--- src/rtl/stack_arbiter_if.sv ---
// Request/response and stack-side signals of the two-port stack arbiter.
// slave  : arbiter side (takes requests, drives stack strobes)
// master : requester/stack side (drives requests, stack status and pop data)
interface stack_arbiter_if #(
  parameter int WIDTH = 8
);
  logic             req0_valid, req1_valid;
  logic             req0_op,    req1_op;
  logic [WIDTH-1:0] req0_wdata, req1_wdata;
  logic             req0_ready, req1_ready;
  logic             req0_done,  req1_done;
  logic             req0_err,   req1_err;
  logic [WIDTH-1:0] req0_rdata, req1_rdata;
  logic             stack_push;
  logic             stack_pop;
  logic [WIDTH-1:0] stack_data_out;
  logic [WIDTH-1:0] stack_data_in;
  logic             stack_full;
  logic             stack_empty;
  logic             busy;

  modport slave (
    input  req0_valid, req1_valid, req0_op, req1_op, req0_wdata, req1_wdata,
    input  stack_data_in, stack_full, stack_empty,
    output req0_ready, req1_ready, req0_done, req1_done, req0_err, req1_err,
    output req0_rdata, req1_rdata, stack_push, stack_pop, stack_data_out, busy
  );

  modport master (
    output req0_valid, req1_valid, req0_op, req1_op, req0_wdata, req1_wdata,
    output stack_data_in, stack_full, stack_empty,
    input  req0_ready, req1_ready, req0_done, req1_done, req0_err, req1_err,
    input  req0_rdata, req1_rdata, stack_push, stack_pop, stack_data_out, busy
  );
endinterface

--- src/rtl/stack_arbiter.sv ---
// Round-robin arbiter sharing one hardware stack between two requesters.
// Ports:
//   clk   - rising-edge clock
//   reset - synchronous, active-high reset
//   bus   - stack_arbiter_if.slave: per-port valid/ready request, done/err/rdata
//           response, stack push/pop strobes, push/pop data, full/empty status, busy
//
// state   | meaning
// IDLE    | ready offered to the selected port; accept latches the request
// CMD     | one-cycle push or pop strobe to the stack
// CAPTURE | stack pop data valid; registered into the response buffer
// RESP    | one-cycle done (with err/rdata) to the latched port
module stack_arbiter #(
  parameter int WIDTH = 8
) (
  input  logic           clk,
  input  logic           reset,
  stack_arbiter_if.slave bus
);
  typedef enum logic [1:0] {IDLE, CMD, CAPTURE, RESP} state_t;

  state_t           state_q, state_d;
  logic             prio_q, prio_d;
  logic             port_q, port_d;
  logic             op_q, op_d;
  logic             err_q, err_d;
  logic [WIDTH-1:0] wdata_q, wdata_d;
  logic [WIDTH-1:0] rdata_q, rdata_d;

  logic sel;
  logic any_valid;
  logic sel_op;

  // Tie goes to prio; otherwise whichever single port is valid.
  assign any_valid = bus.req0_valid | bus.req1_valid;
  assign sel       = (bus.req0_valid & bus.req1_valid) ? prio_q : bus.req1_valid;
  assign sel_op    = sel ? bus.req1_op : bus.req0_op;

  always_ff @(posedge clk) begin
    if (reset) begin
      state_q <= IDLE;
      prio_q  <= 1'b0;
      port_q  <= 1'b0;
      op_q    <= 1'b0;
      err_q   <= 1'b0;
      wdata_q <= '0;
      rdata_q <= '0;
    end else begin
      state_q <= state_d;
      prio_q  <= prio_d;
      port_q  <= port_d;
      op_q    <= op_d;
      err_q   <= err_d;
      wdata_q <= wdata_d;
      rdata_q <= rdata_d;
    end
  end

  always_comb begin
    state_d = state_q;
    prio_d  = prio_q;
    port_d  = port_q;
    op_d    = op_q;
    err_d   = err_q;
    wdata_d = wdata_q;
    rdata_d = rdata_q;
    case (state_q)
      IDLE: begin
        if (any_valid) begin
          port_d  = sel;
          op_d    = sel_op;
          wdata_d = sel ? bus.req1_wdata : bus.req0_wdata;
          prio_d  = ~sel;
          // full/empty judged once, at acceptance; later changes are ignored
          err_d   = sel_op ? bus.stack_empty : bus.stack_full;
          rdata_d = '0;
          state_d = (sel_op ? bus.stack_empty : bus.stack_full) ? RESP : CMD;
        end
      end
      CMD:     state_d = op_q ? CAPTURE : RESP;
      CAPTURE: begin
        rdata_d = bus.stack_data_in;
        state_d = RESP;
      end
      default: state_d = IDLE;
    endcase
  end

  always_comb begin
    bus.req0_ready     = 1'b0;
    bus.req1_ready     = 1'b0;
    bus.req0_done      = 1'b0;
    bus.req1_done      = 1'b0;
    bus.req0_err       = 1'b0;
    bus.req1_err       = 1'b0;
    bus.req0_rdata     = '0;
    bus.req1_rdata     = '0;
    bus.stack_push     = 1'b0;
    bus.stack_pop      = 1'b0;
    bus.stack_data_out = '0;
    bus.busy           = (state_q != IDLE);
    case (state_q)
      IDLE: begin
        bus.req0_ready = bus.req0_valid & ~sel;
        bus.req1_ready = bus.req1_valid & sel;
      end
      CMD: begin
        bus.stack_push     = ~op_q;
        bus.stack_pop      = op_q;
        bus.stack_data_out = op_q ? '0 : wdata_q;
      end
      RESP: begin
        // rdata_q is cleared at acceptance, so push/error responses carry 0
        if (port_q) begin
          bus.req1_done  = 1'b1;
          bus.req1_err   = err_q;
          bus.req1_rdata = rdata_q;
        end else begin
          bus.req0_done  = 1'b1;
          bus.req0_err   = err_q;
          bus.req0_rdata = rdata_q;
        end
      end
      default: ;
    endcase
  end
endmodule

--- src/flat_wrapper.sv ---
// flat-port wrapper written by rule: the top's interface ports become plain ports
module stack_arbiter_flat 
#(
  parameter int WIDTH = 8
)
  (clk, reset, bus_req0_valid, bus_req1_valid, bus_req0_op, bus_req1_op, bus_req0_wdata, bus_req1_wdata, bus_stack_data_in, bus_stack_full, bus_stack_empty, bus_req0_ready, bus_req1_ready, bus_req0_done, bus_req1_done, bus_req0_err, bus_req1_err, bus_req0_rdata, bus_req1_rdata, bus_stack_push, bus_stack_pop, bus_stack_data_out, bus_busy);
  stack_arbiter_if #(.WIDTH(WIDTH)) bus_i ();
  input  logic clk;
  input  logic reset;
  input wire logic [$bits(bus_i.req0_valid)-1:0] bus_req0_valid;
  input wire logic [$bits(bus_i.req1_valid)-1:0] bus_req1_valid;
  input wire logic [$bits(bus_i.req0_op)-1:0] bus_req0_op;
  input wire logic [$bits(bus_i.req1_op)-1:0] bus_req1_op;
  input wire logic [$bits(bus_i.req0_wdata)-1:0] bus_req0_wdata;
  input wire logic [$bits(bus_i.req1_wdata)-1:0] bus_req1_wdata;
  input wire logic [$bits(bus_i.stack_data_in)-1:0] bus_stack_data_in;
  input wire logic [$bits(bus_i.stack_full)-1:0] bus_stack_full;
  input wire logic [$bits(bus_i.stack_empty)-1:0] bus_stack_empty;
  output wire logic [$bits(bus_i.req0_ready)-1:0] bus_req0_ready;
  output wire logic [$bits(bus_i.req1_ready)-1:0] bus_req1_ready;
  output wire logic [$bits(bus_i.req0_done)-1:0] bus_req0_done;
  output wire logic [$bits(bus_i.req1_done)-1:0] bus_req1_done;
  output wire logic [$bits(bus_i.req0_err)-1:0] bus_req0_err;
  output wire logic [$bits(bus_i.req1_err)-1:0] bus_req1_err;
  output wire logic [$bits(bus_i.req0_rdata)-1:0] bus_req0_rdata;
  output wire logic [$bits(bus_i.req1_rdata)-1:0] bus_req1_rdata;
  output wire logic [$bits(bus_i.stack_push)-1:0] bus_stack_push;
  output wire logic [$bits(bus_i.stack_pop)-1:0] bus_stack_pop;
  output wire logic [$bits(bus_i.stack_data_out)-1:0] bus_stack_data_out;
  output wire logic [$bits(bus_i.busy)-1:0] bus_busy;
  assign bus_i.req0_valid = bus_req0_valid;
  assign bus_i.req1_valid = bus_req1_valid;
  assign bus_i.req0_op = bus_req0_op;
  assign bus_i.req1_op = bus_req1_op;
  assign bus_i.req0_wdata = bus_req0_wdata;
  assign bus_i.req1_wdata = bus_req1_wdata;
  assign bus_i.stack_data_in = bus_stack_data_in;
  assign bus_i.stack_full = bus_stack_full;
  assign bus_i.stack_empty = bus_stack_empty;
  assign bus_req0_ready = bus_i.req0_ready;
  assign bus_req1_ready = bus_i.req1_ready;
  assign bus_req0_done = bus_i.req0_done;
  assign bus_req1_done = bus_i.req1_done;
  assign bus_req0_err = bus_i.req0_err;
  assign bus_req1_err = bus_i.req1_err;
  assign bus_req0_rdata = bus_i.req0_rdata;
  assign bus_req1_rdata = bus_i.req1_rdata;
  assign bus_stack_push = bus_i.stack_push;
  assign bus_stack_pop = bus_i.stack_pop;
  assign bus_stack_data_out = bus_i.stack_data_out;
  assign bus_busy = bus_i.busy;
  stack_arbiter #(.WIDTH(WIDTH)) u_core (.clk(clk), .reset(reset), .bus(bus_i));
endmodule
--- config.mk ---
export PLATFORM = sky130hd
export DESIGN_NAME = stack_arbiter_flat
export DESIGN_NICKNAME = d
export VERILOG_FILES = /design/src/rtl/stack_arbiter_if.sv /design/src/rtl/stack_arbiter.sv /design/src/flat_wrapper.sv
export SDC_FILE = /design/constraint.sdc
export NUM_CORES = 1
export LEC_CHECK = 0
export CAP_MARGIN = 20
export CORE_MARGIN = 10
export CORE_UTILIZATION = 34
export DETAILED_ROUTE_END_ITERATION = 16
export PLACE_DENSITY = 0.74
export SLEW_MARGIN = 20
export SYNTH_ARGS = -nofsm -noshare
export SYNTH_HDL_FRONTEND = slang
export SYNTH_SLANG_ARGS = --single-unit
--- constraint.sdc ---
create_clock -name clk -period 1.75 [get_ports clk]
set_clock_uncertainty 0.2 [all_clocks]
set_input_delay 0.35 -clock clk [delete_from_list [all_inputs] [get_ports clk]]
set_output_delay 0.35 -clock clk [all_outputs]
set_load 0.005 [all_outputs]
==> results_dict.tcl <==
set metrics [dict create \
    cts_buffers 3 \
    drv_cap 0 \
    nets 288 \
    grt_pass1_wl_mm 8.10 \
    rsz0062_at_grt "true" \
    syn-cell-area_sq_um 1180 \
    totalWireLength_mm 6.01 \
    powerDensity_nw_per_um2 1230 \
    crit_slowest_cell "dfxtp_4" \
    cpLargestDelayFamily "buffers and inverters" \
    die_area_sq_um 6220 \
    ys_seq_area_frac 0.374 \
    synth_ff_type "dfxtp_1" \
    irDropWorstVdd_v 0.000618 \
    htree_levels 1 \
    clk_latency_ns 0.33 \
    max_stage_delay_ns 0.40 \
    worst_pin_slew_ns 0.347 \
    async_flop_share 0 \
    final_cell_mix "56 x buf_6, 31 x clkdlybuf4s50_1, 28 x buf_4" \
    violations "negative setup slack" \
    grt-ovfl-total 0 \
    drtAntennaViolNets 0 \
    grtUsageTotal 0.159 \
    vias 1541 \
    comb_power_share 0.651 \
    clock_power_share 0.124 \
    synth_cell_types 27 \
    drive_gt1_frac 0.622 \
    critical_path_required_ns 1.77 \
    grt_start_max_net_pins 14 \
    ys_ff_latch 22 \
    pre_cts_slack_ns -0.418 \
    avgSynthCellArea_sq_um 8.42 \
    layout.area.seq_sq_um 448 \
    drc 0 \
    pin_count 65 \
    holdCritPathClass "reg -> reg" \
    cp.arrival_ns 2.10 \
    start_util 0.353 \
    fill_cells 185 \
    chipHeight_um 78.9 \
    antenna_found_initial 0 \
    clockRootBuffer "clkbuf_4" \
    wl_per_cell_um 20.2 \
    finalCritPeriodShare 1.19 \
    swShare 0.357 \
    max_clock_freq_mhz 482 \
    run_status "finished, violations left" \
    firstDrtPassIters 4 \
    fin_ws_ns -0.326 \
    path_cells "inv_1, ha_4, buf_6, buf_6, nor3b_4, buf_4, nor2b_4, buf_4, a22oi_2, nor2_2" \
    crit_path_start_kind "flip-flop" \
    gp_congestion 0.801 \
    grt_pass1_vias 1581 \
    multi_input_area_sq_um 1000 \
    syn_inst 140 \
    crit_path_end_kind "flip-flop" \
    leakage_nw 1.18 \
    hold_viol_final 0 \
    final_common_cell "buf_6" \
    core_area_sq_um 3340 \
    antenna_cells 0 \
    cts.sinks 22 \
    yosys_warnings 0 \
    holdCritStartpoint "u_core.err_q" \
    final.min_clock_period_ns 2.08 \
    critPathLaunch "u_core.state_q[0]" \
    avgViaCountPerCell 5.19 \
    path_buf_inv 5 \
    std_cell_rows 21 \
    switchingPower_w 0.00120 \
    clk_path_buf_depth 2 \
    cts_hold_buffers 0 \
    io_buffer_count 64 \
    die_width_um 78.9 \
    drtIter0Drc 147 \
    finalMaxSlewViolations 0 \
    syn2layout_area_growth_pct 132 \
    synth_nets 176 \
    rr_startpoint "u_core.state_q[0]" \
    clk_pin_slew_ns 0.16 \
    power_frac_seq 0.225 \
    finalSetupViolations 51 \
    max-slew-margin-rel 0.768 \
    cts_tree "yes" \
    place_hpwl_mm 3.26 \
    synth-edff-count 0 \
    crit_type "reg -> reg" \
    p_int_w 0.00216 \
    crit_fanout 4 \
    fin_hold_ws_ns 0.322 \
]
## worst reg2reg max path: stages, from the launching register on
cell and delay, ns:
dfxtp_4 0.40, inv_1 0.13, ha_4 0.19, buf_6 0.11, buf_6 0.09, nor3b_4 0.26
buf_4 0.18, nor2b_4 0.05, buf_4 0.14, a22oi_2 0.17, nor2_2 0.05
## power groups by stage
stage | sequential (W) | clock [W] | combinational, W
2_1_floorplan | 0.000683 | 0 | 0.000509
3_3_place_gp | 0.000696 | 0 | 0.00104
3_5_place_dp | 0.000702 | 0 | 0.00107
4_1_cts | 0.000727 | 0.000402 | 0.00160
5_1_grt | 0.000766 | 0.000436 | 0.00229
6_report | 0.000754 | 0.000416 | 0.00218
## cells in the mapped netlist (2+ instances only)
master,n,share of area
dfxtp_1,22,0.37
and2_1,20,0.11
and3_1,19,0.10
nor2_1,15,0.048
a221o_1,8,0.068
a22oi_1,8,0.051
nand2_1,8,0.025
clkbuf_1,6,0.019
ha_1,4,0.042
inv_1,4,0.013
nor2b_1,4,0.021
a21oi_1,3,0.013
buf_2,3,0.013
nand3_1,2,0.0085
o21ai_1,2,0.0085
## state kept, by name, summed over array words and instances (netlist names)
| signal | count |
|---|---|
| u_core.prio_q | 1 |
| u_core.err_q | 1 |
| u_core.state_q | 2 |
| u_core.port_q | 1 |
| u_core.rdata_q | 8 |
| u_core.wdata_q | 8 |
| u_core.op_q | 1 |
## worst paths after layout
path,end,slack (ns),cells past startpoint
setup / recovery,u_core.rdata_q[6],-0.33,10
hold / removal,u_core.err_q,0.32,2
setup reg to reg,u_core.rdata_q[6],-0.33,10
hold reg to reg,u_core.err_q,0.32,2
## layer usage
metal | GRT usage | routed length, um
met2 | 0.286 | 3070
met5 | 0 | 0
met3 | 0.0552 | 464
met4 | 0.0502 | 198
met1 | 0.170 | 2280
## metrics by stage
step / TNS (ns) / total power (W) / utilization / instances / instance area [sq um]
floorplan: 0 / 0.00119 / - / 140 / 1180
global placement: -13.95 / 0.00174 / 0.607 / 266 / 2030
detailed placement: -15.29 / 0.00177 / 0.607 / 266 / 2030
CTS: -6.87 / 0.00273 / 0.730 / 284 / 2430
global route: -12.10 / 0.00349 / 0.819 / 297 / 2730
finish: -9.96 / 0.00336 / 0.819 / 297 / 2730
## layout make-up
cell class                      count  area share
Clock inverter                      1      0.0110
Timing Repair Buffer              115       0.421
Clock buffer                        3     0.00825
Multi-Input combinational cell    106       0.367
Tap cell                           46      0.0211
Inverter                            4     0.00733
Sequential cell                    22       0.164
## cells by family after synthesis
| logic type | count (synthesis) | share of synthesized area |
|---|---|---|
| flops | 22 | 0.374 |
| compound gates | 27 | 0.184 |
| fa+ha+maj | 4 | 0.0425 |
| simple gates | 74 | 0.356 |
| buf+inv | 13 | 0.0446 |
## timing repair
item,CTS,global route
resized for setup,226,45
setup endpoints to repair,54,55
setup buffers,13,13
pin swaps,24,22
cloned,2,1
Note: power is estimated with default switching activity, not from simulation.
